**config.mk**
```make
export PLATFORM = sky130hd
export DESIGN_NAME = instr_encoder
export DESIGN_NICKNAME = d
export VERILOG_FILES = /design/src/rtl/mips_pkg.sv /design/src/rtl/instr_pack.sv /design/src/rtl/instr_encoder.sv
export SDC_FILE = /design/constraint.sdc
export NUM_CORES = 1
export LEC_CHECK = 0
export CORE_AREA = 2 2 69 84
export DETAILED_ROUTE_END_ITERATION = 10
export DIE_AREA = 0 0 71 86
export DONT_BUFFER_PORTS = 1
export GPL_TIMING_DRIVEN = 0
export PLACE_DENSITY = 0.67
export SLEW_MARGIN = 5
export SYNTH_ARGS = -nofsm -noshare
export SYNTH_HDL_FRONTEND = slang
export SYNTH_SLANG_ARGS = --single-unit
```
**constraint.sdc**
```tcl
create_clock -name clk -period 3.6 [get_ports clk]
set_input_delay 0.54 -clock clk [delete_from_list [all_inputs] [get_ports clk]]
set_output_delay 0.54 -clock clk [all_outputs]
set_load 0.02 [all_outputs]
```
**src/rtl/mips_pkg.sv**
```systemverilog
// Shared MIPS encoder definitions: instruction kind codes, opcodes and FSM states.
package mips_pkg;

  localparam logic [3:0] KIND_LW    = 4'd0;
  localparam logic [3:0] KIND_SW    = 4'd1;
  localparam logic [3:0] KIND_ADDI  = 4'd2;
  localparam logic [3:0] KIND_ANDI  = 4'd3;
  localparam logic [3:0] KIND_ORI   = 4'd4;
  localparam logic [3:0] KIND_SLTI  = 4'd5;
  localparam logic [3:0] KIND_RTYPE = 4'd6;
  localparam logic [3:0] KIND_BEQ   = 4'd7;
  localparam logic [3:0] KIND_BNE   = 4'd8;
  localparam logic [3:0] KIND_J     = 4'd9;
  localparam logic [3:0] KIND_JAL   = 4'd10;
  localparam logic [3:0] KIND_JR    = 4'd11;

  localparam logic [5:0] OP_RTYPE = 6'b000000;
  localparam logic [5:0] OP_LW    = 6'b100011;
  localparam logic [5:0] OP_SW    = 6'b101011;
  localparam logic [5:0] OP_ADDI  = 6'b001000;
  localparam logic [5:0] OP_ANDI  = 6'b001100;
  localparam logic [5:0] OP_ORI   = 6'b001101;
  localparam logic [5:0] OP_SLTI  = 6'b001010;
  localparam logic [5:0] OP_BEQ   = 6'b000100;
  localparam logic [5:0] OP_BNE   = 6'b000101;
  localparam logic [5:0] OP_J     = 6'b000010;
  localparam logic [5:0] OP_JAL   = 6'b000011;

  localparam logic [5:0] FUNCT_JR = 6'b001000;

  typedef enum logic [1:0] {
    IDLE  = 2'd0,
    WRITE = 2'd1,
    FULL  = 2'd2
  } state_t;

endpackage

```
**src/rtl/instr_pack.sv**
```systemverilog
// Combinational packing of instruction fields into a 32-bit MIPS word.
module instr_pack
  import mips_pkg::*;
(
  input  logic [3:0]  kind,
  input  logic [4:0]  rs,
  input  logic [4:0]  rt,
  input  logic [4:0]  rd,
  input  logic [4:0]  shamt,
  input  logic [5:0]  funct,
  input  logic [15:0] imm,
  input  logic [25:0] target,
  output logic [31:0] word,
  output logic        illegal
);

  always_comb begin
    word    = 32'h0000_0000;
    illegal = 1'b0;
    unique case (kind)
      KIND_LW:    word = {OP_LW,   rs, rt, imm};
      KIND_SW:    word = {OP_SW,   rs, rt, imm};
      KIND_ADDI:  word = {OP_ADDI, rs, rt, imm};
      KIND_ANDI:  word = {OP_ANDI, rs, rt, imm};
      KIND_ORI:   word = {OP_ORI,  rs, rt, imm};
      KIND_SLTI:  word = {OP_SLTI, rs, rt, imm};
      KIND_BEQ:   word = {OP_BEQ,  rs, rt, imm};
      KIND_BNE:   word = {OP_BNE,  rs, rt, imm};
      KIND_RTYPE: word = {OP_RTYPE, rs, rt, rd, shamt, funct};
      KIND_J:     word = {OP_J,   target};
      KIND_JAL:   word = {OP_JAL, target};
      // JR carries only rs; everything between rs and funct is zero
      KIND_JR:    word = {OP_RTYPE, rs, 15'd0, FUNCT_JR};
      default:    illegal = 1'b1;
    endcase
  end

endmodule

```
**src/rtl/instr_encoder.sv**
```systemverilog
// MIPS instruction encoder writing packed words to sequential instruction-memory addresses.
// Optional macro INSTR_ENCODER_CHECK_EN: reject illegal kinds with an err pulse instead of writing a NOP.
module instr_encoder
  import mips_pkg::*;
#(
  parameter int ADDR_W = 10,
  parameter int DEPTH  = 1024
) (
  input  logic              clk,
  input  logic              rst,
  input  logic              clear,
  input  logic              in_valid,
  output logic              in_ready,
  input  logic [3:0]        kind,
  input  logic [4:0]        rs,
  input  logic [4:0]        rt,
  input  logic [4:0]        rd,
  input  logic [4:0]        shamt,
  input  logic [5:0]        funct,
  input  logic [15:0]       imm,
  input  logic [25:0]       target,
  output logic              wr_en,
  output logic [ADDR_W-1:0] wr_addr,
  output logic [31:0]       wr_data,
  output logic [ADDR_W:0]   count,
  output logic              full,
  output logic              err
);

  localparam logic [ADDR_W:0] DEPTH_C = (ADDR_W+1)'(DEPTH);

  logic [31:0]     word;
  logic            illegal;
  logic            accept;
  logic            reject;
  state_t          state;
  logic [31:0]     word_p0;
  logic [ADDR_W:0] cnt_q;

  instr_pack u_pack (
    .kind    (kind),
    .rs      (rs),
    .rt      (rt),
    .rd      (rd),
    .shamt   (shamt),
    .funct   (funct),
    .imm     (imm),
    .target  (target),
    .word    (word),
    .illegal (illegal)
  );

  assign accept = in_valid && (state == IDLE) && !clear;

`ifdef INSTR_ENCODER_CHECK_EN
  logic err_q;

  assign reject = illegal;

  always_ff @(posedge clk) begin
    if (rst) err_q <= 1'b0;
    else     err_q <= accept && illegal;
  end

  assign err = err_q;
`else
  logic unused_illegal;

  assign unused_illegal = illegal;
  assign reject         = 1'b0;
  assign err            = 1'b0;
`endif

  // Accept stage: word captured into word_p0, written out on the following WRITE cycle
  always_ff @(posedge clk) begin
    if (rst) begin
      state   <= IDLE;
      word_p0 <= 32'h0000_0000;
      cnt_q   <= '0;
    end else if (clear) begin
      state <= IDLE;
      cnt_q <= '0;
    end else begin
      unique case (state)
        IDLE: begin
          if (accept && !reject) begin
            word_p0 <= word;
            state   <= WRITE;
          end
        end
        WRITE: begin
          cnt_q <= cnt_q + 1'b1;
          state <= (cnt_q + 1'b1 == DEPTH_C) ? FULL : IDLE;
        end
        FULL:    state <= FULL;
        default: state <= IDLE;
      endcase
    end
  end

  // Pointer equals count since it never wraps; clear/rst abort a pending write this cycle
  assign in_ready = (state == IDLE);
  assign wr_en    = (state == WRITE) && !clear && !rst;
  assign wr_addr  = cnt_q[ADDR_W-1:0];
  assign wr_data  = word_p0;
  assign count    = cnt_q;
  assign full     = (state == FULL);

endmodule

```
; After elaboration in Yosys (flattened, before gate mapping)
; Index checks and enable logic that the tools add are counted.
[word_totals]
regBits = 45
[op_classes]
n_addsub = 1
n_eq_ne = 15
mux = 4
n_bitwise = 1
reduce_logical = 10
[op_table]
columns = operator, count
row1 = case mux 32 bit (12 select lines), 1
row2 = == test 4 x 3 -> 1 bit (second input constant), 4
row3 = == test 4 bit (second input constant), 4
row4 = adder 11 x 1 -> 11 bit (second input constant), 1
row5 = == test 11 bit (second input constant), 1
row6 = == test 4 x 2 -> 1 bit (second input constant), 2
row7 = case mux 2 bit (3 select lines), 1
row8 = == test 4 x 1 -> 1 bit (second input constant), 1
row9 = logical AND 1 bit, 4
row10 = logical NOT 4 bit, 1
row11 = 2-to-1 mux 2 bit, 2
row12 = AND reduction 3 bit, 1
row13 = == test 2 x 1 -> 1 bit (second input constant), 1
row14 = == test 2 bit (second input constant), 1
row15 = logical NOT 1 bit, 2
row16 = logical NOT 2 bit, 1
row17 = inequality test 2 x 1 -> 1 bit (second input constant), 1
row18 = OR reduction 2 bit, 1
row19 = NOT 1 bit, 1

; Longest topological paths before layout
; Gate-level depths: netlist of the first run.
[depth]
ltp_word = 5
mapped_depth = 7
ltp_nobuf = 6

; By module
; From an unflattened synthesis of the first run, not the netlist that was laid out.
[unflattened]
cells_unflattened = 379
hier_area_um2 = 2800.2
[modules_own_cells]
columns = module, instances, cells_each, area_each_um2, seq_area_each_um2
row1 = instr_encoder, 1, 234, 1899.3, 900.9
row2 = instr_pack, 1, 145, 900.9, 0.0

; Worst setup path before layout of the first run
; OpenSTA, ideal clock, no wires.
[synth_timing]
kind = in2out
from = in rst
to = out wr_en
arrival_ns = 1.471
required_ns = 3.060
setup_slack_ns = 1.589
cell_stages = 4
cell_sequence = buf_4 -> or2_2 -> clkbuf_1 -> nor2_1
[synth_via]
elab_chain_cells = 2
[synth_rtl]
columns = element, line
row1 = from (decl), instr_encoder.sv:10  ; input logic rst,
row2 = logical NOT 1 bit, instr_encoder.sv:103  ; assign wr_en = (state == WRITE) && !clear && !rst;
row3 = logical AND 1 bit, instr_encoder.sv:103
row4 = to (decl), instr_encoder.sv:22  ; output logic wr_en,
; No other way between the ends.

; Final worst setup path of the first run
; Ends and elaborated chain as after synthesis.

==> results.py, run 1 <==
metrics = {
    "run_status": {
        "status": "completed",
    },
    "layout": {
        "antenna_cells": 0,
        "drive_gt1_frac": 0.1352,
        "fillers": 530,
        "final_util": 0.5434,
        "nets": 431,
        "syn_to_final_growth_pct": 6.378,
    },
    "critical_path": {
        "cp-end-kind": "output pin",
        "critPathKind": "primary input to output pin",
        "cp-start-kind": "primary input",
        "cp_max_fo": 10,
        "reg2reg_depth": 5,
        "rr_endpoint": "wr_data[28]$_SDFFE_PP0P_",
        "cp.arrival_ps": 1610,
        "regToRegSetupSlack_ps": 1820,
        "required_ps": 3060,
        "r2r_start": "state[1]$_SDFFE_PP0P_",
    },
    "timing": {
        "max_freq_mhz": 464.9,
        "fin_tns_setup_ps": 0,
        "final-hold-violation-count": 0,
        "skew_ps": 6.963,
        "grt_setup_unrepaired": "false",
        "tightest_slew_ps": 500.8,
        "slew_headroom": 0.6655,
        "fin_crit_ps": 2151,
        "slew_viol_final": 0,
        "finalSetupViolCount": 0,
        "fin_crit_sh": 0.5975,
    },
    "synth": {
        "synth_top_family_by_area": "simple AND/OR/NAND/NOR gates",
        "yosys.area_share.simple": 0.2933,
        "synth_edf_count": 0,
        "syn_inst": 346,
        "synth_compound_gate_area_share": 0.2370,
        "ys_ff_latch": 44,
        "synth_most_common_cell": "dfxtp_1",
        "dominantRegCellSynth": "dfxtp_1",
        "synthTopCellsByArea": "dfxtp_1 (33%), a21oi_1 (6.1%), nand2_1 (5.4%)",
        "synthDominantCellAreaShare": 0.3277,
        "async_flop_share": 0,
        "synth-xor-area-share": 0.05121,
        "synth_mux_area_frac": 0,
        "synthDistinctLibCells": 49,
        "synthAdderAreaFrac": 0.004655,
        "netlist_area_um2": 2688,
        "synth-warning-count": 0,
        "synth_area_per_cell_um2": 7.768,
        "synth.largest_area_cell": "dfxtp_1",
        "yosysSeqAreaShare": 0.3277,
        "synth_top_cells_by_count": "dfxtp_1 (44), nand2_1 (39), nor2_1 (36)",
    },
    "place": {
        "gp_congestion": 0.8617,
        "portBuffers": 0,
        "hpwl_um": 5299,
    },
    "drt": {
        "vias": 2416,
        "drcViolationCount": 0,
        "routed_wl_um": 6832,
        "dr.pass1.iters": 4,
        "top_layer": "met4",
        "post_drt_via_cell_ratio": 5.794,
        "wl_met3_um": 475,
        "routedWlPerCell_um": 16.38,
        "drt_iter0_drc": 94,
        "route.antenna.remaining_nets": 0,
        "drt-met1-wl_um": 2813,
        "met2_length_um": 3464,
    },
    "hold_path": {
        "hold_path.startpoint": "clear",
        "hp-class": "primary input to register",
        "holdPathStages": 2,
        "hold_path_end": "state[1]$_SDFFE_PP0P_",
    },
    "global_routing": {
        "grt.overflow.total": 0,
        "grt_max_degree": 13,
        "grt_pass1_vias": 2293,
        "grt_pass1_wl_um": 11220,
        "antenna_found_initial": 0,
        "grt.total_usage": 0.2286,
    },
    "floorplanning": {
        "die_w_um": 71,
        "core_um2": 5261,
        "rows": 29,
        "dieArea_um2": 6106,
        "io-pin-count": 133,
        "fp.dieH_um": 86,
        "start_util": 0.5108,
    },
    "clock_network": {
        "insertion_delay_ps": 290,
        "clkSinkCount": 44,
        "cts_made_buffers": 5,
        "cts_setup_buffers": 0,
        "post_cts_resize_count": 0,
        "clock_path_buffers": 2,
        "htreeDepth": 2,
        "cts_root_buffer": "clkbuf_8",
        "hold_buffers": 0,
        "cts_tree": "done",
        "clk_pin_slew_ps": 80,
    },
    "power": {
        "power_density_nw_per_um2": 346.9,
        "p_leak_nw": 0.9389,
        "ir_worst_vdd_mv": 0.1315,
    },
    "job": {
        "drv_cap": 0,
    },
}
==> final cells by class <==
| cell class | count | area, µm² | share of cell area |
|---|---|---|---|
| multi-input cells | 266 | 1583 | 0.5536 |
| plain buffers | 37 | 227.7 | 0.07965 |
| well taps | 62 | 77.57 | 0.02713 |
| clock buffers | 8 | 90.09 | 0.03151 |
| flip-flops and latches | 44 | 880.8 | 0.3081 |
==> worst max-delay path by stage <==
stage	start	end	slack, ps	depth (start not counted)
2_1_floorplan	rst	wr_en	1590	4
3_3_place_gp	rst	wr_en	1450	4
3_5_place_dp	rst	wr_en	1430	4
4_1_cts	rst	wr_en	1430	4
5_1_grt	rst	wr_en	1380	4
6_report	rst	wr_en	1450	4
==> routing by layer <==
| layer | vias up | GRT usage |
|---|---|---|
| li1 | 1221 | - |
| met1 | 1105 | 0.2812 |
| met2 | 85 | 0.3908 |
| met3 | 5 | 0.06228 |
| met4 | 0 | 0.06518 |
| met5 | - | 0 |
==> kinds of logic after synthesis <==
group | after synthesis
DFF | 44
adders and majority gates | 1
xor gates and xnor gates | 14
AOI/OAI and AO/OA | 92
buffers and inverters | 37
and+or+nand+nor | 157
other | 1
==> critical path, stage by stage <==
cell      delay [ps]
buf_4            140
or2_2            310
clkbuf_1         250
nor2_1           370
==> power breakdown <==
| part | internal, W | switching (W) |
|---|---|---|
| clock | 0.000157 | 0.000161 |
| combinational | 0.0000555 | 0.0000876 |
| sequential | 0.000502 | 0.0000292 |
==> layout by cell type (no fill, tap or decap), types with 7 or more instances in the layout <==
cell type / count
dfxtp_1: 44
nand2_1: 39
nor2_1: 36
a21oi_1: 33
nand3_1: 23
buf_4: 15
a21o_1: 15
clkbuf_1: 13
nor3_1: 13
nand2b_1: 11
a22oi_1: 10
xnor2_1: 9
nor2b_1: 8
nand3b_1: 8
buf_2: 7
==> sequential cells by signal, summed over array words and instances, names as in the netlist <==
name / count
wr_data: 31
count: 11
state: 2
==> stage by stage <==
| stage | worst slack (ps) | instances | hold slack, ps | area [µm²] | power [W] |
|---|---|---|---|---|---|
| global route | 1378 | 417 | 422.2 | 2859 | 0.001043 |
| finish | 1449 | 417 | 433.6 | 2859 | 0.0009916 |
| detailed placement | 1433 | 409 | 548.3 | 2769 | 0.0006867 |
| CTS | 1434 | 417 | 421.6 | 2859 | 0.001004 |
| floorplan | 1589 | 347 | 530.4 | 2691 | 0.0006557 |
| global placement | 1445 | 409 | 545.3 | 2769 | 0.0006844 |
No activity file was read; power rests on OpenSTA's default activity.
==> inputs of run 2 (changes only) <==
ABC_AREA = 1   (was not set)
CORE_AREA = 2 2 67 81   (was 2 2 69 84)
DIE_AREA = 0 0 69 83   (was 0 0 71 86)
clock period = 2.02 ns   (was 3.6 ns; I/O delays follow)
==> run 2 against run 1 <==
  * Non-clock buffer count is 9 lower
  * Die area down 6.2%
  * Area after synthesis is 5.5% lower
  * Cell count up 11%
  * Flip-flop and latch count unchanged
  * Critical endpoint is now state[1]$_SDFFE_PP0P_
  * Worst hold slack worse by 200 ps
  * Routed wire length decreased by 8.5%
  * Sequential share of layout area up 1.3 points
  * Clock power up 130%
==> results.py, run 2 <==
metrics = {
    "drt": {
        "drcViolationCount": 0,
        "post_drt_via_cell_ratio": 5.268,
        "drt_iter0_drc": 92,
        "met2_length_um": 3142,
        "top_layer": "met4",
        "route.antenna.remaining_nets": 0,
        "routedWlPerCell_um": 13.49,
        "wl_met3_um": 498,
        "vias": 2439,
        "drt-met1-wl_um": 2504,
        "dr.pass1.iters": 4,
        "routed_wl_um": 6248,
    },
    "global_routing": {
        "grt_pass1_wl_um": 10290,
        "grt.overflow.total": 0,
        "antenna_found_initial": 0,
        "grt_pass1_vias": 2268,
        "grt_max_degree": 14,
        "grt.total_usage": 0.2176,
    },
    "floorplanning": {
        "io-pin-count": 133,
        "dieArea_um2": 5727,
        "start_util": 0.5176,
        "rows": 28,
        "fp.dieH_um": 83,
        "core_um2": 4905,
        "die_w_um": 69,
    },
    "clock_network": {
        "insertion_delay_ps": 290,
        "cts_tree": "done",
        "cts_setup_buffers": 0,
        "clock_path_buffers": 2,
        "cts_root_buffer": "clkbuf_8",
        "clk_pin_slew_ps": 90,
        "clkSinkCount": 44,
        "cts_made_buffers": 5,
        "htreeDepth": 2,
    },
    "synth": {
        "synth-warning-count": 0,
        "ys_ff_latch": 44,
        "synth_edf_count": 0,
        "synthDominantCellAreaShare": 0.3470,
        "synthTopCellsByArea": "dfxtp_1 (35%), nand2_1 (22%), a21oi_1 (6.1%)",
        "syn_inst": 394,
        "yosysSeqAreaShare": 0.3470,
        "dominantRegCellSynth": "dfxtp_1",
        "synthDistinctLibCells": 30,
        "netlist_area_um2": 2539,
        "synth_area_per_cell_um2": 6.443,
        "synth.largest_area_cell": "dfxtp_1",
        "synth_top_cells_by_count": "nand2_1 (151), dfxtp_1 (44), inv_1 (33)",
        "synth_most_common_cell": "nand2_1",
        "async_flop_share": 0,
    },
    "hold_path": {
        "hp-class": "primary input to register",
    },
    "layout": {
        "seqCellArea_um2": 882.1,
        "largest_reg_flops": 31,
        "layout_common_cells": "nand2_1 (151), dfxtp_1 (43), inv_1 (33)",
        "drive_gt1_frac": 0.1266,
        "fillers": 511,
        "nets": 479,
        "multiInputGateArea_um2": 1336,
        "layout_commonest_cell": "nand2_1",
        "final_util": 0.5602,
        "antenna_cells": 0,
        "syn_to_final_growth_pct": 8.231,
    },
    "timing": {
        "layout_setup_ws_ps": 181.2,
        "slew_viol_final": 0,
        "fin_crit_ps": 1839,
        "fin_tns_setup_ps": 0,
        "skew_ps": 9.767,
        "final-hold-violation-count": 0,
        "tightest_slew_ps": 670.2,
        "grt_setup_unrepaired": "false",
        "finalSetupViolCount": 0,
        "holdWs_ps": 228.6,
        "max_freq_mhz": 543.8,
        "slew_headroom": 0.5485,
        "fin_crit_sh": 0.9103,
    },
    "power": {
        "p_int_w": 0.001419,
        "power_switching_share": 0.2647,
        "p_leak_nw": 1.149,
        "p_clk_frac": 0.380,
        "comb_power_share": 0.123,
        "p_seq_frac": 0.497,
        "power_density_nw_per_um2": 702.3,
        "ir_worst_vdd_mv": 0.3956,
        "p_sw_w": 0.0005108,
    },
    "critical_path": {
        "required_ps": 2250,
        "slowest_stage": "dfxtp_1",
        "cp-end-kind": "register",
        "cp-start-kind": "register",
        "path_delay_family": "simple AND/OR/NAND/NOR gates",
        "path_common_cell": "nand3_1",
        "path_buf_inv": 0,
        "critical_path.max_stage_delay_ps": 510,
        "crit_chain": "ha_1, nand2_1, nor2_1, nand3_1, nand2_1, nand3_1, nor2_1, nand3_1, a21oi_1",
        "cp.arrival_ps": 2070,
        "cp_max_fo": 6,
        "critPathKind": "register to register",
    },
    "place": {
        "dp_slack_ps": 173.6,
        "portBuffers": 0,
        "gp_congestion": 0.8302,
        "hpwl_um": 4909,
    },
    "run_status": {
        "status": "completed",
    },
    "job": {
        "drv_cap": 0,
    },
}
[run 2: cell types whose count changed after synthesis, sizes merged, moves of 9 or more]
| cell | previous run | this run |
|---|---|---|
| a21o | 15 | 0 |
| a22oi | 15 | 0 |
| inv | 0 | 34 |
| nand2 | 39 | 157 |
| nand2b | 11 | 0 |
| nor2 | 38 | 26 |
| nor3 | 13 | 1 |
| o21ai | 5 | 20 |
| xnor2 | 10 | 1 |
[run 2: logic make-up after synthesis]
kind of cell / count (synthesis) / synth area share
XOR/XNOR: 1 / 0.003451
other: 1 / 0.001477
buffers and inverters: 63 / 0.1291
AO/OA/AOI/OAI: 67 / 0.1508
adder cells (fa/ha/maj): 1 / 0.004928
flip-flops: 44 / 0.3470
AND/OR/NAND/NOR: 217 / 0.3632
[run 2: cell type report]
class / count / area share
Buffer: 28 / 0.07149
Clock buffer: 7 / 0.03506
Clock inverter: 1 / 0.01093
Inverter: 35 / 0.04781
Multi-Input combinational cell: 288 / 0.4863
Sequential cell: 44 / 0.3210
Tap cell: 60 / 0.02732
[run 2: tightest hold or removal path: stages]
cell	delay, ps
nor4_4	40
nor2_1	80
a211oi_1	50
[run 2: worst paths after layout]
kind                                  from                        to  slack [ps]  cells after the start
setup / recovery     count[0]$_SDFFE_PP0N_     state[1]$_SDFFE_PP0P_         180                      9
hold / removal                       clear  wr_data[31]$_SDFFE_PP0P_         230                      3
setup reg to reg     count[0]$_SDFFE_PP0N_     state[1]$_SDFFE_PP0P_         180                      9
hold reg to reg   wr_data[28]$_SDFFE_PP0P_  wr_data[28]$_SDFFE_PP0P_         570                      2
[run 2: power by group through the flow]
stage               sequential (W)  clock (W)  combinational [W]
finish                    0.000959   0.000734           0.000237
global route              0.000964   0.000794           0.000270
CTS                       0.000960   0.000757           0.000239
detailed placement        0.000981          0           0.000238
global placement          0.000980          0           0.000235
floorplan                 0.000972          0           0.000193
[run 2: what timing repair did]
action / CTS / global route
endpoints found under the hold margin: 0 / 0
resized for setup: 0 / 3
hold buffers: 0 / 0
endpoints found under the setup margin: 0 / 2
[run 2: routing by layer]
| metal | global-route usage | up-vias |
|---|---|---|
| li1 | - | 1257 |
| met1 | 0.2355 | 1081 |
| met2 | 0.3925 | 92 |
| met3 | 0.07282 | 9 |
| met4 | 0.07308 | 0 |
| met5 | 0 | - |
[run 2: through the flow]
stage	instance area, µm²	std cells	power [W]
2_1_floorplan	2542	395	0.001165
3_3_place_gp	2618	455	0.001215
3_5_place_dp	2618	455	0.001219
4_1_cts	2744	463	0.001957
5_1_grt	2748	463	0.002028
6_report	2748	463	0.001930
==> inputs of run 3 (changes only) <==
ABC_AREA = not set   (was 1)
CORE_AREA = 2 2 69 84   (was 2 2 67 81)
DIE_AREA = 0 0 71 86   (was 0 0 69 83)
PLACE_DENSITY = 0.75   (was 0.67)
==> run 3 against run 2 <==
  * Worst setup slack improved by 60 ps
  * Critical path type unchanged
  * Die area increased by 6.6%
  * Sequential share of layout area decreased by 1.7 points
==> results.py, run 3 (synthesis gave the netlist of run 1 again) <==
metrics = {
    "place": {
        "hpwl_um": 5421,
        "portBuffers": 0,
        "gp_congestion": 0.8342,
    },
    "critical_path": {
        "cp-end-kind": "register",
        "cp-start-kind": "register",
        "startpoint": "state[1]$_SDFFE_PP0P_",
        "required_ps": 2190,
        "r2r_start": "state[1]$_SDFFE_PP0P_",
        "cp_max_fo": 10,
        "critPathKind": "register to register",
        "cp.arrival_ps": 1950,
        "reg2reg_depth": 5,
    },
    "global_routing": {
        "grt.overflow.total": 0,
        "grt_max_degree": 14,
        "grt_pass1_wl_um": 11090,
        "grt_pass1_vias": 2331,
        "antenna_found_initial": 0,
        "grt.total_usage": 0.2276,
    },
    "clock_network": {
        "cts_made_buffers": 5,
        "clkSinkCount": 44,
        "post_cts_resize_count": 0,
        "cts_tree": "done",
        "hold_buffers": 0,
        "htreeDepth": 2,
        "clk_pin_slew_ps": 90,
        "cts_root_buffer": "clkbuf_8",
        "insertion_delay_ps": 300,
        "clock_path_buffers": 2,
        "cts_setup_buffers": 0,
    },
    "drt": {
        "drcViolationCount": 0,
        "routed_wl_um": 7026,
        "dr.pass1.iters": 4,
        "drt_iter0_drc": 154,
        "route.antenna.remaining_nets": 0,
        "post_drt_via_cell_ratio": 6.082,
        "routedWlPerCell_um": 16.85,
        "vias": 2536,
    },
    "hold_path": {
        "hold_path.startpoint": "clear",
        "holdPathStages": 2,
        "hp-class": "primary input to register",
    },
    "power": {
        "ir_worst_vdd_mv": 0.2741,
        "p_clk_frac": 0.379,
        "power_density_nw_per_um2": 669.8,
        "p_leak_nw": 0.9578,
        "p_seq_frac": 0.488,
        "p_int_w": 0.001430,
        "finalPower_w": 0.001939,
        "comb_power_share": 0.132,
        "p_sw_w": 0.0005098,
        "power_switching_share": 0.2629,
    },
    "timing": {
        "slew_headroom": 0.6626,
        "fin_tns_setup_ps": 0,
        "fin_crit_sh": 0.8808,
        "grt_setup_unrepaired": "false",
        "finalSetupViolCount": 0,
        "final-hold-violation-count": 0,
        "skew_ps": 10.74,
        "max_freq_mhz": 562.1,
        "fin_crit_ps": 1779,
        "tightest_slew_ps": 505.1,
        "slew_viol_final": 0,
    },
    "layout": {
        "nets": 431,
        "drive_gt1_frac": 0.1408,
        "layout_common_cells": "dfxtp_1 (44), nand2_1 (39), nor2_1 (36)",
        "syn_to_final_growth_pct": 7.728,
        "largest_reg_flops": 31,
        "layout_commonest_cell": "dfxtp_1",
        "antenna_cells": 0,
    },
    "floorplanning": {
        "dieArea_um2": 6106,
        "die_w_um": 71,
        "core_um2": 5261,
        "rows": 29,
        "start_util": 0.5108,
        "fp.dieH_um": 86,
        "io-pin-count": 133,
    },
    "run_status": {
        "status": "completed",
    },
    "job": {
        "drv_cap": 0,
    },
}
run 3: changes by cell type in the layout (fill, tap and decap cells not counted), moves of 10 or more:
cell / change
nand2_1: -112
inv_1: -33
o21ai_0: -16
a21o_1: +15
nor2_1: +15
nor3_1: +12
nand2b_1: +11
a22oi_1: +10
run 3: power by group through the flow:
stage,clock network [W],logic [W],registers (W)
after CTS,0.000748,0.000257,0.000948
after floorplan,0,0.000208,0.000960
after detailed placement,0,0.000256,0.000969
after global placement,0,0.000249,0.000968
final,0.000736,0.000257,0.000947
after global routing,0.000785,0.000290,0.000950
run 3: worst max-delay path, cell delays in order, from the launching register on:
cell and delay, ps:
dfxtp_1 350, nor2_1 420, nand3b_1 240, clkbuf_1 290, a221oi_1 280, nor3_1 70
run 3: layout make-up:
cell class / instances / area, µm²
Buffer: 37 / 227.7
Tap cell: 62 / 77.57
Multi-Input combinational cell: 266 / 1583
Clock inverter: 1 / 30.03
Fill cell: 531 / 2366
Clock buffer: 7 / 96.34
Sequential cell: 44 / 880.8
run 3: path summary, 6_finish.rpt:
path / slack, ps / endpoint
min: 190 / state[1]$_SDFFE_PP0P_
max: 240 / wr_data[28]$_SDFFE_PP0P_
max reg2reg: 240 / wr_data[28]$_SDFFE_PP0P_
min reg2reg: 560 / wr_data[6]$_SDFFE_PP0P_
run 3: per-layer routing:
layer  vias to the layer above  share of wire  GRT usage
met2                       114           0.48     0.3696
met5                         -              0          0
met3                        10          0.089    0.08461
met4                         0          0.020    0.09262
met1                      1186           0.41     0.2709
li1                       1226              -          -
run 3: stage by stage:
stage / setup WS [ps] / std cells / area [µm²] / utilization / hold slack [ps]
6_report: 240.8 / 417 / 2895 / 0.5503 / 189.3
5_1_grt: 97.45 / 417 / 2895 / 0.5503 / 195.6
4_1_cts: 237.7 / 417 / 2895 / 0.5503 / 182.2
3_5_place_dp: 252.5 / 409 / 2769 / 0.5263 / 493.1
3_3_place_gp: 284.9 / 409 / 2769 / 0.5263 / 493.2
2_1_floorplan: 470.1 / 347 / 2691 / - / 481.4
